## config.mk

```make
export PLATFORM = sky130hd
export DESIGN_NAME = mux_2x1_10_flat
export DESIGN_NICKNAME = d
export VERILOG_FILES = /design/src/rtl/mux_2x1_10_pkg.sv /design/src/rtl/mux_2x1_10_if.sv /design/src/rtl/mux_2x1_10_core.sv /design/src/rtl/mux_2x1_10.sv /design/src/flat_wrapper.sv
export SDC_FILE = /design/constraint.sdc
export NUM_CORES = 1
export LEC_CHECK = 0
export CAP_MARGIN = 20
export CORE_MARGIN = 2
export CORE_UTILIZATION = 35
export CTS_CLUSTER_DIAMETER = 80
export DETAILED_ROUTE_END_ITERATION = 10
export GPL_ROUTABILITY_DRIVEN = 0
export GPL_TIMING_DRIVEN = 0
export PLACE_DENSITY = 0.9
export SETUP_SLACK_MARGIN = 0.05
export SKIP_LAST_GASP = 1
export SYNTH_ARGS = -nofsm -noshare
export SYNTH_HDL_FRONTEND = slang
export SYNTH_HIERARCHICAL = 1
export SYNTH_SLANG_ARGS = --single-unit
```

## constraint.sdc

```tcl
create_clock -name clk -period 1.85 [get_ports clk]
set_input_delay 0.37 -clock clk [delete_from_list [all_inputs] [get_ports clk]]
set_output_delay 0.37 -clock clk [all_outputs]
set_load 0.05 [all_outputs]
```

## src/rtl/mux_2x1_10_pkg.sv

```systemverilog
// Shared constants for the write-back 2:1 selector.
// Optional feature macro: MUX_2X1_10_SELCNT_EN (select-toggle counter).
package mux_2x1_10_pkg;

  localparam int unsigned DEFAULT_WIDTH = 10;

  // Select encodings: SEL_A picks the ALU result, SEL_B the memory data
  localparam logic SEL_A = 1'b0;
  localparam logic SEL_B = 1'b1;

  // Select-toggle counter geometry
  localparam int unsigned TOG_W = 8;
  localparam logic [TOG_W-1:0] TOG_MAX = {TOG_W{1'b1}};

  // Saturating increment for the toggle counter
  function automatic logic [TOG_W-1:0] tog_sat_inc(input logic [TOG_W-1:0] cnt);
    if (cnt == TOG_MAX) begin
      return cnt;
    end
    return cnt + TOG_W'(1);
  endfunction

endpackage

```

## src/rtl/mux_2x1_10_if.sv

```systemverilog
// Data/select bundle between the write-back stage and the selector.
// Optional feature macro: MUX_2X1_10_SELCNT_EN adds sel_toggles.
interface mux_2x1_10_if
  import mux_2x1_10_pkg::*;
#(
  parameter int unsigned WIDTH = DEFAULT_WIDTH
);

  logic [WIDTH-1:0] A;
  logic [WIDTH-1:0] B;
  logic             SW;
  logic             en;
  logic [WIDTH-1:0] mout;
  logic [WIDTH-1:0] mout_q;
  logic             q_valid;
`ifdef MUX_2X1_10_SELCNT_EN
  logic [TOG_W-1:0] sel_toggles;
`endif

  // Producer side: drives data/select, observes results
  modport master (
    output A,
    output B,
    output SW,
    output en,
    input  mout,
    input  mout_q,
    input  q_valid
`ifdef MUX_2X1_10_SELCNT_EN
    , input sel_toggles
`endif
  );

  // Selector side
  modport slave (
    input  A,
    input  B,
    input  SW,
    input  en,
    output mout,
    output mout_q,
    output q_valid
`ifdef MUX_2X1_10_SELCNT_EN
    , output sel_toggles
`endif
  );

endinterface

```

## src/rtl/mux_2x1_10_core.sv

```systemverilog
// Combinational WIDTH-wide 2:1 selector.
module mux_2x1_10_core
  import mux_2x1_10_pkg::*;
#(
  parameter int unsigned WIDTH = DEFAULT_WIDTH
) (
  input  logic [WIDTH-1:0] a,
  input  logic [WIDTH-1:0] b,
  input  logic             sel,
  output logic [WIDTH-1:0] y_c
);

  // Single select steers every bit; an unknown select merges a/b per ternary rules
  assign y_c = (sel == SEL_B) ? b : a;

endmodule

```

## src/rtl/mux_2x1_10.sv

```systemverilog
// Write-back result selector: combinational mout plus enable-gated capture.
// Optional feature macro: MUX_2X1_10_SELCNT_EN (8-bit saturating SW toggle counter).
module mux_2x1_10
  import mux_2x1_10_pkg::*;
#(
  parameter int unsigned WIDTH = DEFAULT_WIDTH
) (
  input  logic          clk,
  input  logic          rst_n,
  mux_2x1_10_if.slave   bus
);

  logic [WIDTH-1:0] mout_c;
  logic [WIDTH-1:0] mout_q;
  logic             q_valid;

  mux_2x1_10_core #(
    .WIDTH (WIDTH)
  ) u_core (
    .a   (bus.A),
    .b   (bus.B),
    .sel (bus.SW),
    .y_c (mout_c)
  );

  assign bus.mout    = mout_c;
  assign bus.mout_q  = mout_q;
  assign bus.q_valid = q_valid;

  // Capture the selected word when enabled; q_valid is sticky until reset
  always_ff @(posedge clk or negedge rst_n) begin
    if (!rst_n) begin
      mout_q  <= '0;
      q_valid <= 1'b0;
    end else if (bus.en) begin
      mout_q  <= mout_c;
      q_valid <= 1'b1;
    end
  end

`ifdef MUX_2X1_10_SELCNT_EN
  logic             sw_q;
  logic [TOG_W-1:0] sel_toggles;

  assign bus.sel_toggles = sel_toggles;

  // Count SW transitions against a registered copy, saturating at TOG_MAX
  always_ff @(posedge clk or negedge rst_n) begin
    if (!rst_n) begin
      sw_q        <= SEL_A;
      sel_toggles <= '0;
    end else begin
      sw_q <= bus.SW;
      if (bus.SW != sw_q) begin
        sel_toggles <= tog_sat_inc(sel_toggles);
      end
    end
  end
`endif

endmodule

```

## src/flat_wrapper.sv

```systemverilog
// flat-port wrapper written by rule: the top's interface ports become plain ports
module mux_2x1_10_flat import mux_2x1_10_pkg::*;
#(
  parameter int unsigned WIDTH = DEFAULT_WIDTH
)
  (clk, rst_n, bus_A, bus_B, bus_SW, bus_en, bus_mout, bus_mout_q, bus_q_valid);
  mux_2x1_10_if #(.WIDTH(WIDTH)) bus_i ();
  input  logic clk;
  input  logic rst_n;
  input wire logic [$bits(bus_i.A)-1:0] bus_A;
  input wire logic [$bits(bus_i.B)-1:0] bus_B;
  input wire logic [$bits(bus_i.SW)-1:0] bus_SW;
  input wire logic [$bits(bus_i.en)-1:0] bus_en;
  output wire logic [$bits(bus_i.mout)-1:0] bus_mout;
  output wire logic [$bits(bus_i.mout_q)-1:0] bus_mout_q;
  output wire logic [$bits(bus_i.q_valid)-1:0] bus_q_valid;
  assign bus_i.A = bus_A;
  assign bus_i.B = bus_B;
  assign bus_i.SW = bus_SW;
  assign bus_i.en = bus_en;
  assign bus_mout = bus_i.mout;
  assign bus_mout_q = bus_i.mout_q;
  assign bus_q_valid = bus_i.q_valid;
  mux_2x1_10 #(.WIDTH(WIDTH)) u_core (.clk(clk), .rst_n(rst_n), .bus(bus_i));
endmodule
```

==> results.sh, run 1 <==
export IMPL_fp_dieW_um=45.43
export IMPL_grt_pass1_vias=535
export IMPL_grt_first_pass_wirelength_um=2242
export IMPL_drt_antenna_violating_nets=0
export IMPL_initial_core_util_pct=38.52
export IMPL_cts_root_buf="clkbuf_4"
export IMPL_timing_fmax_mhz=568.1
export IMPL_cts_made_buffers=3
export IMPL_clk_pin_slew_ns=0.07
export IMPL_finalCritPeriodShare_pct=95.15
export IMPL_required_ns=1.48
export IMPL_layout_nets=106
export IMPL_p_seq_share_pct=34.5
export IMPL_drt_vias_per_instance=4.794
export IMPL_p_clk_share_pct=19.0
export IMPL_antenna_found_initial=0
export IMPL_clk_latency_ns=0.25
export IMPL_final_cell_mix="22 x clkdlybuf4s50_1, 19 x mux2_4, 11 x dfrtp_1"
export IMPL_core_area_um2=1559
export IMPL_syn_nets=58
export IMPL_syn_inst=34
export IMPL_die_area_um2=2063
export IMPL_critPathMaxFanout=2
export IMPL_hold_path_class="in2async"
export IMPL_chipHeight_um=45.43
export IMPL_netlist_area_um2=600.6
export IMPL_rows=14
export IMPL_worst_slew_pin_slew_ns=0.5045
export IMPL_post_dp_cell_area_um2=1051
export IMPL_rsz0062_at_grt="no"
export IMPL_clock_skew_ns=0
export IMPL_final_setup_viol_count=0
export IMPL_area_delta_synth_final_pct=82.50
export IMPL_hold_violations=0
export IMPL_power_leakage_nw=0.5510
export IMPL_nFillCells=104
export IMPL_avgSynthCellArea_um2=17.66
export IMPL_grt_ovfl_total=0
export IMPL_port_buffers=43
export IMPL_power_frac_comb_pct=46.6
export IMPL_path_class="in2out"
export IMPL_utilization_pct=70.30
export IMPL_grt_total_usage_pct=15.51
export IMPL_p_per_area_nw_per_um2=745.1
export IMPL_start_kind="input pin"
export IMPL_final_area_um2=1096
export IMPL_swShare_pct=36.92
export IMPL_multi_input_comb_area_um2=302.8
export IMPL_dp_final_hpwl_um=1048
export IMPL_drt_iter0_drc=1
export IMPL_seqCellArea_um2=275.3
export IMPL_max_clock_path_buffers=2
export IMPL_ys_warn_count=6
export IMPL_max_vdd_ir_drop_v=0.0004181
export IMPL_final_layout_size_suffix_gt1_share_pct=43.21
export IMPL_finalPower_w=0.0008167
export IMPL_layout_commonest_cell="clkdlybuf4s50_1"
export IMPL_wirelength_um=1316
export IMPL_end_kind="primary output"
export IMPL_yosysUniqueCellTypes=5
export IMPL_htreeDepth=1
export IMPL_post_cts_buffers=0
export IMPL_firstDrtPassIters=3
export IMPL_cts_sinks=11
export IMPL_grt_max_degree=12
export IMPL_cts_tree="done"
export IMPL_wl_per_cell_um=13.57
export IMPL_arrival_ns=1.39
export IMPL_synth_seq_cells=11
export IMPL_route_detailed_drc=0
export IMPL_yosysSeqAreaShare_pct=45.83
export IMPL_slew_headroom_pct=66.31
export IMPL_cts_resized=33
export IMPL_hold_ws_ns=0.4373
export IMPL_io_pin_count=45
export IMPL_finalSetupTns_ns=0
export IMPL_max_cap_viol_count=0
export IMPL_finalCriticalPeriod_ns=1.760
export IMPL_status="finished, final reports clean"
export IMPL_antenna_cells=0
export IMPL_p_int_w=0.0005152
export IMPL_switchingPower_w=0.0003015
export IMPL_slew_viol_final=0
export IMPL_num_vias=465
export IMPL_cts_hold_buf=0
==> metal layers <==
layer	GRT usage (%)	vias up	part of all wire (%)
li1	-	217	-
met1	19.75	217	40
met2	23.66	29	49
met3	6.349	2	10
met4	5.294	0	0.46
met5	0	-	0
==> metrics by stage <==
step / setup WS [ns] / cells
2_1_floorplan: 0.5436 / 34
3_3_place_gp: -0.2856 / 93
3_5_place_dp: -0.3054 / 93
4_1_cts: -0.03233 / 97
5_1_grt: 0.05782 / 97
6_report: 0.08977 / 97
==> Yosys cell counts <==
cell type	instances	area (µm²)
mux2_4	19	285.3
buf_6	2	22.52
or2_1	1	6.260
mux2_2	1	11.26
dfrtp_1	11	275.3
==> final timing paths <==
kind,from,endpoint,slack [ns],cells after the start
hold reg to reg,u_core/bus.q_valid,u_core/bus.q_valid,0.47,1
setup / recovery,bus_A[3],bus_mout[3],0.09,3
min in group clk,u_core/bus.q_valid,u_core/bus.q_valid,0.47,1
setup reg to reg,u_core/bus.mout_q[8],u_core/bus.mout_q[8],1.09,1
max in group asynchronous,rst_n,u_core/bus.mout_q[0],1.09,1
hold / removal,rst_n,u_core/bus.mout_q[7],0.44,1
==> logic make-up (layout without fill, tap and decap cells) <==
kind of cell / Yosys count / in the layout / synth area share, %
and+or+nand+nor: 1 / 1 / 1.042
buffers and inverters: 2 / 49 / 3.750
muxes: 20 / 20 / 49.37
DFF: 11 / 11 / 45.83
==> power by group through the flow <==
| stage | clock network [W] | registers, W | logic [W] |
|---|---|---|---|
| 2_1_floorplan | 0 | 0.000384 | 0.000153 |
| 3_3_place_gp | 0 | 0.000287 | 0.000394 |
| 4_1_cts | 0.000164 | 0.000282 | 0.000387 |
| 6_report | 0.000155 | 0.000281 | 0.000381 |
| 3_5_place_dp | 0 | 0.000286 | 0.000399 |
| 5_1_grt | 0.000179 | 0.000285 | 0.000396 |
==> cell type report <==
type / instances / share of cell area [%]
buffer: 2 / 2.055
clock buffer: 4 / 2.397
multi-input combinational: 21 / 27.63
sequential: 11 / 25.11
tap: 16 / 1.826
timing repair buffer: 43 / 40.98
==> worst max-delay path: stages <==
cell and delay, ns:
clkdlybuf4s50_1 0.41, mux2_4 0.28, clkdlybuf4s15_2 0.34
==> flip-flops by register name, indices dropped and copies added (netlist names) <==
name                flops
u_core/bus.q_valid      1
u_core/bus.mout_q      10
Note: power is estimated with default switching activity, not from simulation.
==> run 2, diff against run 1 <==
Settings changed: SLEW_MARGIN set to 20.
==> results of run 2 <==
The final DEF is identical to that of run 1; final timing and power are the same.
